$ cat src/rtl/diag_out_scheduler.sv
// -----------------------------------------------------------------------------
// diag_out_scheduler
//
// Shares a small bank of diagnostic output pins between software and a set of
// hardware requesters. Software owns the pins by default (swPattern). When a
// requester is enabled and asks for the pins, a round-robin arbiter grants it
// ownership for a programmable number of cycles, after which the pins fall
// back to the software pattern. Software can abort a hold at any time by
// setting the override bit.
//
// Ports
//   sysClk        : single clock, rising edge
//   sysReset      : asynchronous, active-high reset
//   csrStrobe     : one-cycle CSR write strobe
//   GPIO_OUT      : CSR write data
//                     [OUTPUT_WIDTH-1:0] swPattern
//                     [4 +: REQ_COUNT]   enableMask
//                     [8]                override
//                     [31:16]            holdCycles
//   reqValid      : level request, one bit per requester
//   reqPattern    : requester i pattern in [i*OUTPUT_WIDTH +: OUTPUT_WIDTH]
//   reqGrant      : one-hot, one-cycle grant pulse
//   diagnosticOut : registered diagnostic pins
//   busy          : high while a requester owns the pins
//   status        : CSR readback
//                     [3:0] pins, [7:4] enableMask, [8] override, [9] busy,
//                     [11:10] owner index, [31:16] holdCycles
// -----------------------------------------------------------------------------
module diag_out_scheduler #(
  parameter int OUTPUT_WIDTH = 4,
  parameter int REQ_COUNT    = 4
) (
  input  logic                              sysClk,
  input  logic                              sysReset,
  input  logic                              csrStrobe,
  input  logic [31:0]                       GPIO_OUT,
  input  logic [REQ_COUNT-1:0]              reqValid,
  input  logic [REQ_COUNT*OUTPUT_WIDTH-1:0] reqPattern,
  output logic [REQ_COUNT-1:0]              reqGrant,
  output logic [OUTPUT_WIDTH-1:0]           diagnosticOut,
  output logic                              busy,
  output logic [31:0]                       status
);

  typedef enum logic {
    IDLE = 1'b0,
    HOLD = 1'b1
  } state_t;

  state_t                   state_q, state_d;
  logic [OUTPUT_WIDTH-1:0]  swPattern_q;
  logic [REQ_COUNT-1:0]     enableMask_q;
  logic                     override_q;
  logic [15:0]              holdCycles_q;
  logic [15:0]              counter_q, counter_d;
  logic [OUTPUT_WIDTH-1:0]  diag_q, diag_d;
  logic [REQ_COUNT-1:0]     grant_q, grant_d;
  logic [1:0]               lastWinner_q, lastWinner_d;
  logic [1:0]               owner_q, owner_d;

  logic [OUTPUT_WIDTH-1:0]  swPatNext;
  logic                     overrideNext;
  logic [REQ_COUNT-1:0]     eligible;
  logic                     anyEligible;
  logic [1:0]               winnerIdx;
  logic [REQ_COUNT-1:0]     winnerOneHot;
  logic [OUTPUT_WIDTH-1:0]  winnerPattern;

  // Bits of GPIO_OUT outside the decoded fields are intentionally ignored.
  logic unusedCsrBits;
  assign unusedCsrBits = ^GPIO_OUT;

  // CSR fields are captured on the strobe and become visible to the
  // arbiter one cycle later.
  always_ff @(posedge sysClk or posedge sysReset) begin
    if (sysReset) begin
      swPattern_q  <= '0;
      enableMask_q <= '0;
      override_q   <= 1'b0;
      holdCycles_q <= '0;
    end else if (csrStrobe) begin
      swPattern_q  <= GPIO_OUT[OUTPUT_WIDTH-1:0];
      enableMask_q <= GPIO_OUT[4 +: REQ_COUNT];
      override_q   <= GPIO_OUT[8];
      holdCycles_q <= GPIO_OUT[31:16];
    end
  end

  // Look-ahead of the software pattern and override bit so that a write
  // shows up on the pins (or aborts a hold) on the cycle right after the
  // strobe rather than one cycle later.
  always_comb begin
    swPatNext    = csrStrobe ? GPIO_OUT[OUTPUT_WIDTH-1:0] : swPattern_q;
    overrideNext = csrStrobe ? GPIO_OUT[8] : override_q;
  end

  assign eligible = reqValid & enableMask_q & {REQ_COUNT{~override_q}};

  // Round-robin search. Offsets are walked from farthest to nearest so the
  // requester closest after lastWinner overwrites any earlier candidate.
  always_comb begin
    anyEligible   = 1'b0;
    winnerIdx     = '0;
    winnerOneHot  = '0;
    winnerPattern = '0;
    for (int k = REQ_COUNT; k >= 1; k--) begin
      for (int i = 0; i < REQ_COUNT; i++) begin
        if (eligible[i] && (((int'(lastWinner_q) + k) % REQ_COUNT) == i)) begin
          anyEligible = 1'b1;
          winnerIdx   = 2'(i);
        end
      end
    end
    for (int i = 0; i < REQ_COUNT; i++) begin
      if (winnerIdx == 2'(i)) begin
        winnerOneHot[i] = anyEligible;
        winnerPattern   = reqPattern[i*OUTPUT_WIDTH +: OUTPUT_WIDTH];
      end
    end
  end

  // Next-state logic. A hold is never extended or shortened by CSR writes;
  // only the override bit can cut it short. The cycle a hold ends is always
  // spent returning to IDLE, so grants are separated by at least one cycle.
  always_comb begin
    state_d      = state_q;
    counter_d    = counter_q;
    diag_d       = diag_q;
    grant_d      = '0;
    lastWinner_d = lastWinner_q;
    owner_d      = owner_q;
    case (state_q)
      IDLE: begin
        if (anyEligible) begin
          state_d      = HOLD;
          grant_d      = winnerOneHot;
          diag_d       = winnerPattern;
          counter_d    = (holdCycles_q == 16'd0) ? 16'd1 : holdCycles_q;
          lastWinner_d = winnerIdx;
          owner_d      = winnerIdx;
        end else begin
          diag_d = swPatNext;
        end
      end
      HOLD: begin
        if (overrideNext || (counter_q <= 16'd1)) begin
          state_d   = IDLE;
          diag_d    = swPatNext;
          counter_d = '0;
        end else begin
          counter_d = counter_q - 16'd1;
        end
      end
      default: begin
        state_d = IDLE;
        diag_d  = swPatNext;
      end
    endcase
  end

  // Scheduler state register.
  always_ff @(posedge sysClk or posedge sysReset) begin
    if (sysReset) begin
      state_q      <= IDLE;
      counter_q    <= '0;
      diag_q       <= '0;
      grant_q      <= '0;
      lastWinner_q <= 2'(REQ_COUNT - 1);
      owner_q      <= '0;
    end else begin
      state_q      <= state_d;
      counter_q    <= counter_d;
      diag_q       <= diag_d;
      grant_q      <= grant_d;
      lastWinner_q <= lastWinner_d;
      owner_q      <= owner_d;
    end
  end

  assign reqGrant      = grant_q;
  assign diagnosticOut = diag_q;
  assign busy          = (state_q == HOLD);

  // Readback is built purely from registers so it clears with reset
  // without waiting for a clock edge.
  always_comb begin
    status                      = '0;
    status[OUTPUT_WIDTH-1:0]    = diag_q;
    status[4 +: REQ_COUNT]      = enableMask_q;
    status[8]                   = override_q;
    status[9]                   = busy;
    status[11:10]               = owner_q;
    status[31:16]               = holdCycles_q;
  end

endmodule

$ cat config.mk
export PLATFORM = sky130hd
export DESIGN_NAME = diag_out_scheduler
export DESIGN_NICKNAME = d
export VERILOG_FILES = /design/src/rtl/diag_out_scheduler.sv
export SDC_FILE = /design/constraint.sdc
export NUM_CORES = 1
export LEC_CHECK = 0
export CAP_MARGIN = 10
export CORE_ASPECT_RATIO = 0.6
export CORE_MARGIN = 2
export CORE_UTILIZATION = 45
export DETAILED_ROUTE_END_ITERATION = 10
export DONT_BUFFER_PORTS = 1
export PLACE_DENSITY = 0.67
export REMOVE_ABC_BUFFERS = 1
export SLEW_MARGIN = 10
export SYNTH_ARGS = -nofsm -noshare
export SYNTH_HDL_FRONTEND = slang
export SYNTH_SLANG_ARGS = --single-unit
$ cat constraint.sdc
create_clock -name sysClk -period 2.3 [get_ports sysClk]
set_input_delay 0.23 -clock sysClk [delete_from_list [all_inputs] [get_ports sysClk]]
set_output_delay 0.23 -clock sysClk [all_outputs]
set_load 0.02 [all_outputs]
==> impl_metrics.json <==
{
  "cp_slowest_cell": "or3_1",
  "required_ns": 2.49,
  "syn2layout_area_growth_pct": 10.6,
  "dieArea_sq_mm": 0.00694,
  "worstSetupStartpointType": "flip-flop",
  "yosysSeqAreaShare_pct": 48.0,
  "synth_most_common_cell": "dfrtp_1",
  "yosysTopAreaCellShare_pct": 46.1,
  "power_density_mw_per_mm2": 1080,
  "max_cap_viol_count": 0,
  "max_freq_ghz": 0.463,
  "hold-worst-slack_ns": 0.0394,
  "synth_top_area_cell": "dfrtp_1",
  "sw_frac_of_total_pct": 40.2,
  "path_cells": "or3_1, nor4_4, buf_4, a31oi_4, buf_4, or3_1, o21ai_0, a221oi_1",
  "hpwl_um": 5200,
  "synth_ff_type": "dfrtp_1",
  "ys_types": 52,
  "tightest_slew_ns": 0.650,
  "synth_common_cells": "52 x dfrtp_1, 32 x o21ai_0, 23 x nand2_1",
  "die_h_um": 65.3,
  "slew_headroom_pct": 56.6,
  "max-clock-path-buffers": 2,
  "final-setup-viol-count": 0,
  "synthCells": 271,
  "place.gp.congestion": 0.884,
  "max_stage_delay_ns": 0.44,
  "cts.htree.levels": 2,
  "grt_overflow_total": 0,
  "crit_type": "reg -> reg",
  "wl_um": 6890,
  "period_needed_ns": 2.16,
  "status": "finished clean",
  "p_leak_nw": 1.31,
  "wl_per_cell_um": 18.7,
  "path_buf_inv": 2,
  "drt_iter0_markers": 121,
  "hold_viol_final": 0,
  "initial_utilization_pct": 46.4,
  "die_w_um": 106,
  "drive_above_1_share_pct": 25.3,
  "multi_input_area_sq_mm": 0.00132,
  "antenna_cells": 0,
  "drcViolationCount": 0,
  "yosys_warnings": 0,
  "dr.pass1.iters": 4,
  "pre_cts_ws_ns": 0.144,
  "clk_pin_slew_ns": 0.10,
  "gr-usage-all-layers_pct": 20.8,
  "cts.sinks": 54,
  "p_switching_mw": 1.35,
  "post-route-period-util_pct": 93.9,
  "finalNonFillerCells": 369,
  "worst-path-max-fanout": 10,
  "seqPwrFrac_pct": 47.6,
  "arrival_ns": 2.35,
  "layout.nets": 341,
  "via_per_inst": 5.83,
  "yosys-top-cells-area": "dfrtp_1 46%, mux2_2 8.8%, o21ai_0 5.7%",
  "fillers": 589,
  "p_int_mw": 2.01,
  "via_count": 2153,
  "grt_pass1_wl_um": 11100,
  "rsz0062_at_grt": "no",
  "holdCritPathClass": "in -> reg",
  "cts_made_buffers": 5,
  "synth_edf_count": 0,
  "synth_async_sr_flop_share_pct": 100,
  "port_buffers": 0,
  "ys_ff_latch": 54,
  "drtAntennaViolNets": 0,
  "grt_max_degree": 33,
  "antenna_found_initial": 0,
  "fin_ws_ns": 0.140,
  "dp_cells": 358,
  "skew_ns": 0.0126,
  "clock-root-buffer": "clkbuf_8",
  "path_delay_family": "simple AND/OR/NAND/NOR gates",
  "rrSetupSlack_ns": 0.14,
  "grt_pass1_vias": 2101,
  "cts_tree": "built",
  "ff_latch_area_sq_mm": 0.00135,
  "core-area_sq_mm": 0.00608,
  "comb_power_share_pct": 33.5,
  "clk_latency_ns": 0.31,
  "rows": 22,
  "pwr-share-clk_pct": 18.9,
  "avgSynthCellArea_sq_um": 10.4,
  "io_pins": 96,
  "vdd_ir_drop_max_uv": 520,
  "synthesis.area_sq_mm": 0.00282,
  "cp-end-kind": "flip-flop",
  "drv_slew": 0
}
[power by group through the flow]
stage / sequential (mW) / clock [mW] / combinational, mW
floorplan: 1.56 / 0 / 0.727
global route: 1.63 / 0.698 / 1.25
finish: 1.59 / 0.633 / 1.12
global placement: 1.60 / 0 / 1.05
detailed placement: 1.61 / 0 / 1.08
CTS: 1.59 / 0.652 / 1.08
[layer usage]
metal  routed length (um)  vias to the layer above  global-route usage [%]
met3                  736                        7                    7.84
met4                   44                        0                    3.45
li1                     -                     1015                       -
met2                 2810                       91                    29.1
met5                    0                        -                       0
met1                 3310                     1040                    31.0
[registers in the layout (all words and copies together), names as in the netlist]
signal,cells
diagnosticOut,4
owner_q,2
lastWinner_q,2
enableMask_q,4
holdCycles_q,16
reqGrant,4
busy,1
swPattern_q,4
counter_q,16
override_q,1
[cell usage in the layout (no fill, tap or decap), types with 2 or more instances in the layout]
cell,instances
a221oi_1,4
or3_1,5
a32oi_1,9
nand2_1,23
and4bb_2,2
buf_4,24
nor4_1,4
a21oi_1,6
conb_1,4
mux2_2,22
and2_1,3
o21ai_0,32
a31oi_1,4
nor2_2,2
inv_1,9
dfrtp_1,52
mux2i_1,7
a22oi_1,3
or4_1,2
dfstp_2,2
and3b_2,2
nand3_1,3
nor3_1,7
clkbuf_8,5
nand3b_1,2
nor2_1,18
ha_1,2
[metrics by stage]
step / TNS, ns / utilization [%] / power (mW) / area, sq um
2_1_floorplan: -0.0326 / - / 2.29 / 2700
3_3_place_gp: 0 / 48.8 / 2.64 / 2970
3_5_place_dp: 0 / 48.8 / 2.69 / 2970
4_1_cts: 0 / 50.8 / 3.33 / 3090
5_1_grt: 0 / 51.3 / 3.57 / 3120
6_report: 0 / 51.3 / 3.35 / 3120
[kinds of logic after synthesis]
| family | count (synthesis) | share of synthesized area, % |
|---|---|---|
| other | 1 | 0.133 |
| AOI/OAI and AO/OA | 72 | 17.9 |
| adders and majority gates | 2 | 0.887 |
| buffers and inverters | 32 | 6.08 |
| DFF | 54 | 48.0 |
| and+or+nand+nor | 80 | 15.2 |
| muxes | 30 | 11.8 |
[layout make-up]
type	count	share of cell area, %
inverters	10	1.20
multi-input cells	188	42.3
repair buffers	25	6.10
clock buffers	6	2.33
clock inverters	2	1.24
well taps	84	3.37
flip-flops and latches	54	43.4
[worst reg2reg max path, stage by stage (launching register included)]
cell and delay [ns]:
dfrtp_1 0.41, or3_1 0.44, nor4_4 0.22, buf_4 0.18, a31oi_4 0.09, buf_4 0.19, or3_1 0.34, o21ai_0 0.09
a221oi_1 0.07
[worst paths after layout]
check	from	end	cells after the start
max	counter_q[6]	diagnosticOut[2]	8
max in group asynchronous	sysReset	diagnosticOut[1]	3
min in group asynchronous	sysReset	counter_q[6]	2
min	csrStrobe	holdCycles_q[1]	1
max reg2reg	counter_q[6]	diagnosticOut[2]	8
min reg2reg	swPattern_q[3]	swPattern_q[3]	1
[repair_timing]
item | in CTS | in global routing
gates resized for setup | 0 | 2
setup endpoints to repair | 0 | 5
endpoints found under the hold margin | 28 | 0
buffers inserted | 0 | 2
hold buffers | 1 | 0
Power figures use the tool's default switching activity.
